**config.mk**
```make
export PLATFORM = sky130hd
export DESIGN_NAME = vga_stream_gen
export DESIGN_NICKNAME = d
export VERILOG_FILES = /design/src/rtl/vga_stream_gen.sv
export SDC_FILE = /design/constraint.sdc
export NUM_CORES = 1
export LEC_CHECK = 0
export CAP_MARGIN = 30
export CELL_PAD_IN_SITES_DETAIL_PLACEMENT = 0
export CELL_PAD_IN_SITES_GLOBAL_PLACEMENT = 1
export CORE_MARGIN = 5
export CORE_UTILIZATION = 39
export DETAILED_ROUTE_END_ITERATION = 6
export PLACE_DENSITY = 0.88
export SYNTH_ARGS = -nofsm -noshare
export SYNTH_HDL_FRONTEND = slang
export SYNTH_SLANG_ARGS = --single-unit
```
**constraint.sdc**
```tcl
create_clock -name px_clk -period 2.2 [get_ports px_clk]
set_input_delay 0.66 -clock px_clk [delete_from_list [all_inputs] [get_ports px_clk]]
set_output_delay 0.66 -clock px_clk [all_outputs]
set_load 0.02 [all_outputs]
```
**src/rtl/vga_stream_gen.sv**
```systemverilog
// Head of the 26-bit RGB pixel stream: raster counters plus one registered stream word per px_clk.
// Optional macro VGA_STREAM_TEST_PATTERN_EN replaces bg_color with 64-pixel colour bars.
module vga_stream_gen #(
  parameter int       H_ACTIVE = 640,
  parameter int       H_FP     = 16,
  parameter int       H_SYNC   = 96,
  parameter int       H_BP     = 48,
  parameter int       V_ACTIVE = 480,
  parameter int       V_FP     = 10,
  parameter int       V_SYNC   = 2,
  parameter int       V_BP     = 33,
  parameter bit       SYNC_POL = 1'b0,
  parameter bit [2:0] bg_color = 3'b000
) (
  input  logic        px_clk,
  input  logic        reset,
  output logic [25:0] strRGB_o,
  output logic        frame_start,
  output logic        line_start
);
  localparam int H_TOTAL = H_ACTIVE + H_FP + H_SYNC + H_BP;
  localparam int V_TOTAL = V_ACTIVE + V_FP + V_SYNC + V_BP;

  // 11-bit bounds so a total of exactly 1024 still compares correctly
  localparam logic [10:0] H_ACT  = 11'(H_ACTIVE);
  localparam logic [10:0] HS_BEG = 11'(H_ACTIVE + H_FP);
  localparam logic [10:0] HS_END = 11'(H_ACTIVE + H_FP + H_SYNC);
  localparam logic [10:0] V_ACT  = 11'(V_ACTIVE);
  localparam logic [10:0] VS_BEG = 11'(V_ACTIVE + V_FP);
  localparam logic [10:0] VS_END = 11'(V_ACTIVE + V_FP + V_SYNC);
  localparam logic [9:0]  H_LAST = 10'(H_TOTAL - 1);
  localparam logic [9:0]  V_LAST = 10'(V_TOTAL - 1);

  logic [9:0]  h_cnt, v_cnt;
  logic [10:0] h_ext, v_ext;
  logic        act, hs, vs;
  logic [2:0]  rgb;

  assign h_ext = {1'b0, h_cnt};
  assign v_ext = {1'b0, v_cnt};

  always_comb begin
    act = (h_ext < H_ACT) && (v_ext < V_ACT);
    hs  = (h_ext >= HS_BEG && h_ext < HS_END) ? SYNC_POL : ~SYNC_POL;
    vs  = (v_ext >= VS_BEG && v_ext < VS_END) ? SYNC_POL : ~SYNC_POL;
    rgb = 3'b000;
    if (act) begin
`ifdef VGA_STREAM_TEST_PATTERN_EN
      rgb = h_cnt[8:6];
`else
      rgb = bg_color;
`endif
    end
  end

  always_ff @(posedge px_clk) begin
    if (reset) begin
      h_cnt       <= '0;
      v_cnt       <= '0;
      strRGB_o    <= {3'b000, 10'd0, 10'd0, ~SYNC_POL, ~SYNC_POL, 1'b0};
      frame_start <= 1'b0;
      line_start  <= 1'b0;
    end else begin
      if (h_cnt == H_LAST) begin
        h_cnt <= '0;
        v_cnt <= (v_cnt == V_LAST) ? 10'd0 : v_cnt + 10'd1;
      end else begin
        h_cnt <= h_cnt + 10'd1;
      end
      strRGB_o    <= {rgb, h_cnt, v_cnt, hs, vs, act};
      frame_start <= (h_cnt == 10'd0) && (v_cnt == 10'd0);
      line_start  <= (h_cnt == 10'd0);
    end
  end
endmodule

```
Word-level counts from Yosys, hierarchy flattened:

Index checks and enable logic that the tools add are counted.

* register bits after elaboration: 48
* input bits: 2
* output and inout bits: 28
* logic and storage cells: 26

* add/sub/neg operators: 2
* magnitude comparators: 6
* eq/ne operators: 2
* muxes and demuxes: 3
* reduce and logical (&&, ||, !) cells: 7

Operator list (count)
* 10-bit by 1-bit adder with 10-bit output (second input constant): 2
* 10-bit == test (second input constant): 2
* 10-bit zero test: 2
* 10-bit less-than comparator (second input constant): 2
* 10-bit by 9-bit less-than comparator with 1-bit output (second input constant): 2
* 10-bit >= comparator (second input constant): 1
* 10-bit by 9-bit >= comparator with 1-bit output (second input constant): 1
* 10-bit 2-to-1 mux: 1
* 1-bit logical AND: 4
* 1-bit 2-to-1 mux: 2
* 2-bit OR reduction: 1

Logic depth before layout (Yosys ltp):

* depth in word-level cells: 3
* mapped depth: 6
* depth with buffers taken out: 5

Worst setup path before layout:

Ideal clock, no wire load.

* kind: register to register
* start: register h_cnt[0]
* end: register v_cnt[6]
* library setup time: 71 ps
* arrival: 1901 ps
* required time: 2129 ps
* slack: 229 ps
* stages on the path, launching flop included: 7
* path buffers: 1
* clock period less this slack: 1971 ps
* path through: dfxtp_1 -> ha_1 -> nand4_2 -> or4_1 -> buf_2 -> or4_1 -> a21oi_1

* cells in the longest elaborated chain, start to end: 1

Ends and longest elaborated chain
* start, declared: RTL line 34 `logic [9:0] h_cnt, v_cnt;`
* start signal, assigned: RTL line 68 `h_cnt <= h_cnt + 10'd1;`
* 10-bit == test: RTL line 64 `if (h_cnt == H_LAST) begin`
* end signal, assigned: RTL line 66 `v_cnt <= (v_cnt == V_LAST) ? 10'd0 : v_cnt + 10'd1;`
* end, declared: RTL line 34

Every way passes these cells.
A chain may end at the register's enable or synchronous reset.

Worst setup path after layout:

* start: register h_cnt[0]
* end: register v_cnt[8]

The elaborated chain is that of the path after synthesis.

==> metrics <==
area of placed instances=0.001986 mm²; final global-route overflow total=0; achievable frequency=488.0 MHz; min cycle time layout=2.049 ns; area growth from synthesis to final layout=24.44%; mux share of post-synthesis cell area=0.5944%; final hold violation count=0; number of antenna violations at the first check in global routing=0; die span in y=75.72 µm; vias per inst=4.800; Post-Syn Area=0.001684 mm²; leakage power=0.7601 nW; Post-Synth Adder-Cell Area=2.972%; number of H-tree branching levels=2; clock edge transition at the registers on the reported setup and hold paths=0.08 ns; ys async rst share=0%; antenna diode instance count=0; area of all placed cells without fillers=0.002096 mm²; total negative slack for setup checks=0 ns; critical path class=flip-flop to flip-flop; portion of total power attributed to combinational logic=4.5%; xor-xnor portion of the synthesized cell area=6.241%; Yosys Warn Count=0; fraction of layout cells with a size suffix above 1=7.805%; Top Metal Used=met4; minimum hold slack=0.4854 ns; Synth Area in Compound Gates=4.606%; worst path required time=2.42 ns; setup violation total in the final timing report=0; routed wl met2=1304 µm; synthesized flop and latch total=45; placeable core region=0.004086 mm²; average cell area after synthesis=9.461 µm²; effective utilization at floorplan=41.21%; Util after Layout=51.29%; final worst-path cycle share=93.15%; Power Dens Cells=711.0 mW/mm²; peak fanout along the critical path=7; worst supply voltage drop on vdd=0.3405 mV; Pre-antenna DRT Iters=4; total number of vias=1224; GRT Resource Usage Total=11.62%; die width=75.72 µm; class of the tightest hold or removal check=flip-flop to flip-flop; number of max-cap violations=0; share of power burned in registers=56.0%; Port Buffers=26; Synth cell types=32; EDFF count, synth=0; most frequently used flop master after synthesis=sky130_fd_sc_hd__dfxtp_1; # IOs=30; total clock buffers created by CTS=5; master cell of the clock root buffer=sky130_fd_sc_hd__clkbuf_8; CP startpoint kind=flip-flop; M1 WL=1467 µm; worst setup slack after placement=0.09528 ns; arrival time at the worst endpoint=2.27 ns; sequential fraction of the synthesis area=53.49%; post-layout worst setup margin=0.1506 ns; synthesized netlist cell count=178; buffer depth of the longest clock path=2; max-slew violation total from the final report=0; Worst Skew=0.01105 ns; number of standard-cell rows in the floorplan=23; largest family of logic cells by synthesized area=simple AND/OR/NAND/NOR gates; CTS sink count=45; final routed wirelength across all metal layers=3080 µm; Clk pwr share=39.5%; run status=complete, no violations; Final Instance Count excl. Fillers=255; CTS tree=built; area of the die=0.005733 mm²; Total Power Consumption=1.490 mW; initial detailed-routing violation count=33; DRC viols=0; later-pin clock latency in the skew report=0.30 ns; Critical Path End Type=flip-flop; internal power contribution=1.183 mW; switching share of power=20.61%; unrepaired setup endpoints after global routing=no; average wire per cell in the routed design=12.08 µm; residual antenna-violating net count after detailed routing=0; global-route wire length before repair=4933 µm; number of global-route vias before repair=1078; post-placement cell count=248; switching power=0.3071 mW; total length of routed met3 wires=244 µm; maximum number of pins on one net before global-route repair=27; fraction of the mapped netlist area in simple logic gates=26.15%; final-stage net count=211; routability congestion estimate=0.7652; HPWL after detailed placement=2190 µm
[cells in the final DEF, fill, tap and decap left out]
cell type                         netlist  final
sky130_fd_sc_hd__clkdlybuf4s50_1        0     26
sky130_fd_sc_hd__ha_2                   0      1
sky130_fd_sc_hd__or4_4                  0      1
sky130_fd_sc_hd__bufinv_16              0      1
sky130_fd_sc_hd__clkinv_2               0      1
sky130_fd_sc_hd__nor2b_1               14     14
sky130_fd_sc_hd__buf_4                  3      4
sky130_fd_sc_hd__and4_1                 2      2
sky130_fd_sc_hd__nand4b_1               1      1
sky130_fd_sc_hd__inv_1                 10     10
sky130_fd_sc_hd__nand4_1                2      2
sky130_fd_sc_hd__nand2_1                4      4
sky130_fd_sc_hd__nand4_2                1      1
sky130_fd_sc_hd__or3_1                  3      3
sky130_fd_sc_hd__nand3_1                8      8
sky130_fd_sc_hd__o21ai_0                4      4
sky130_fd_sc_hd__nor4b_1                1      1
sky130_fd_sc_hd__nand3b_1               1      1
sky130_fd_sc_hd__nor2_1                25     25
sky130_fd_sc_hd__and3_1                 2      2
sky130_fd_sc_hd__clkbuf_8               0      5
sky130_fd_sc_hd__xnor2_1                8      8
sky130_fd_sc_hd__conb_1                 1      3
sky130_fd_sc_hd__a21oi_1                5      5
sky130_fd_sc_hd__nor3_1                 4      4
sky130_fd_sc_hd__ha_1                   4      3
sky130_fd_sc_hd__a41o_1                 1      1
sky130_fd_sc_hd__or2_2                  2      2
sky130_fd_sc_hd__nand4bb_1              1      1
sky130_fd_sc_hd__o21a_1                 1      1
sky130_fd_sc_hd__or4_1                  4      3
sky130_fd_sc_hd__dfxtp_1               45     45
sky130_fd_sc_hd__o31ai_1                2      2
sky130_fd_sc_hd__nor4_1                 5      5
sky130_fd_sc_hd__mux2i_1                1      1
sky130_fd_sc_hd__xor2_1                 4      4
[layout make-up]
class	instances	area (µm²)
Inverter	10	37.54
Sequential cell	45	900.9
Fill cell	398	1991
Timing Repair Buffer	30	290.3
Tap cell	50	62.56
Clock inverter	2	35.03
Multi-Input combinational cell	113	700.7
Clock buffer	5	68.82
[synthesized netlist by cell type (2+ instances only)]
cell	number	area [µm²]
sky130_fd_sc_hd__buf_4	3	22.52
sky130_fd_sc_hd__xor2_1	4	35.03
sky130_fd_sc_hd__buf_2	2	10.01
sky130_fd_sc_hd__clkbuf_1	7	26.28
sky130_fd_sc_hd__o21ai_0	4	20.02
sky130_fd_sc_hd__o31ai_1	2	15.01
sky130_fd_sc_hd__nand4_1	2	12.51
sky130_fd_sc_hd__nor3_1	4	20.02
sky130_fd_sc_hd__or2_2	2	12.51
sky130_fd_sc_hd__nand2_1	4	15.01
sky130_fd_sc_hd__inv_1	10	37.54
sky130_fd_sc_hd__xnor2_1	8	70.07
sky130_fd_sc_hd__and3_1	2	12.51
sky130_fd_sc_hd__a21oi_1	5	25.02
sky130_fd_sc_hd__dfxtp_1	45	900.9
sky130_fd_sc_hd__or4_1	4	30.03
sky130_fd_sc_hd__or3_1	3	18.77
sky130_fd_sc_hd__nor2_1	25	93.84
sky130_fd_sc_hd__nor4_1	5	31.28
sky130_fd_sc_hd__nor2b_1	14	87.58
sky130_fd_sc_hd__and4_1	2	17.52
sky130_fd_sc_hd__nand3_1	8	40.04
sky130_fd_sc_hd__ha_1	4	50.05
[logic make-up (layout without fill, tap and decap cells)]
kind of cell / after synthesis / after routing
xor gates and xnor gates: 12 / 12
muxes: 1 / 1
buffers and inverters: 22 / 47
adders and majority gates: 4 / 4
DFF: 45 / 45
other: 1 / 3
AOI/OAI and AO/OA: 13 / 13
and+or+nand+nor: 80 / 80
[power by group through the flow]
stage | combinational, mW | sequential [mW] | clock (mW)
after floorplan | 0.0361 | 0.863 | 0
after global routing | 0.0739 | 0.837 | 0.641
after CTS | 0.0676 | 0.834 | 0.606
after detailed placement | 0.0673 | 0.854 | 0
after global placement | 0.0667 | 0.853 | 0
final | 0.0664 | 0.835 | 0.589
[sequential cells by signal, indices dropped and copies added (netlist names)]
| signal | flops |
|---|---|
| line_start | 1 |
| h_cnt | 10 |
| strRGB_o | 23 |
| v_cnt | 10 |
| frame_start | 1 |
[critical path, cell delays in order (launching register included)]
cell and delay [ns]:
sky130_fd_sc_hd__dfxtp_1 0.40, sky130_fd_sc_hd__ha_2 0.23, sky130_fd_sc_hd__nand4_2 0.17, sky130_fd_sc_hd__or4_4 0.60, sky130_fd_sc_hd__or4_1 0.42, sky130_fd_sc_hd__a21oi_1 0.15
[worst paths after layout]
path / slack (ns) / to / cells after the start / from
setup / recovery: 0.15 / v_cnt[8] / 5 / h_cnt[0]
hold / removal: 0.49 / h_cnt[0] / 1 / h_cnt[0]
setup reg to reg: 0.15 / v_cnt[8] / 5 / h_cnt[0]
hold reg to reg: 0.49 / h_cnt[0] / 1 / h_cnt[0]
[per-layer routing]
metal / GRT usage, % / vias up
met5: 0 / -
li1: - / 638
met4: 5.825 / 0
met2: 17.16 / 39
met1: 15.17 / 542
met3: 3.826 / 5
[timing repair]
| item | 4_1_cts | 5_1_grt |
|---|---|---|
| gates resized for setup | 0 | 2 |
| setup buffers | 0 | 0 |
| hold buffers | 0 | 0 |
| setup endpoints to repair | 0 | 3 |
No activity file was read; power rests on OpenSTA's default activity.
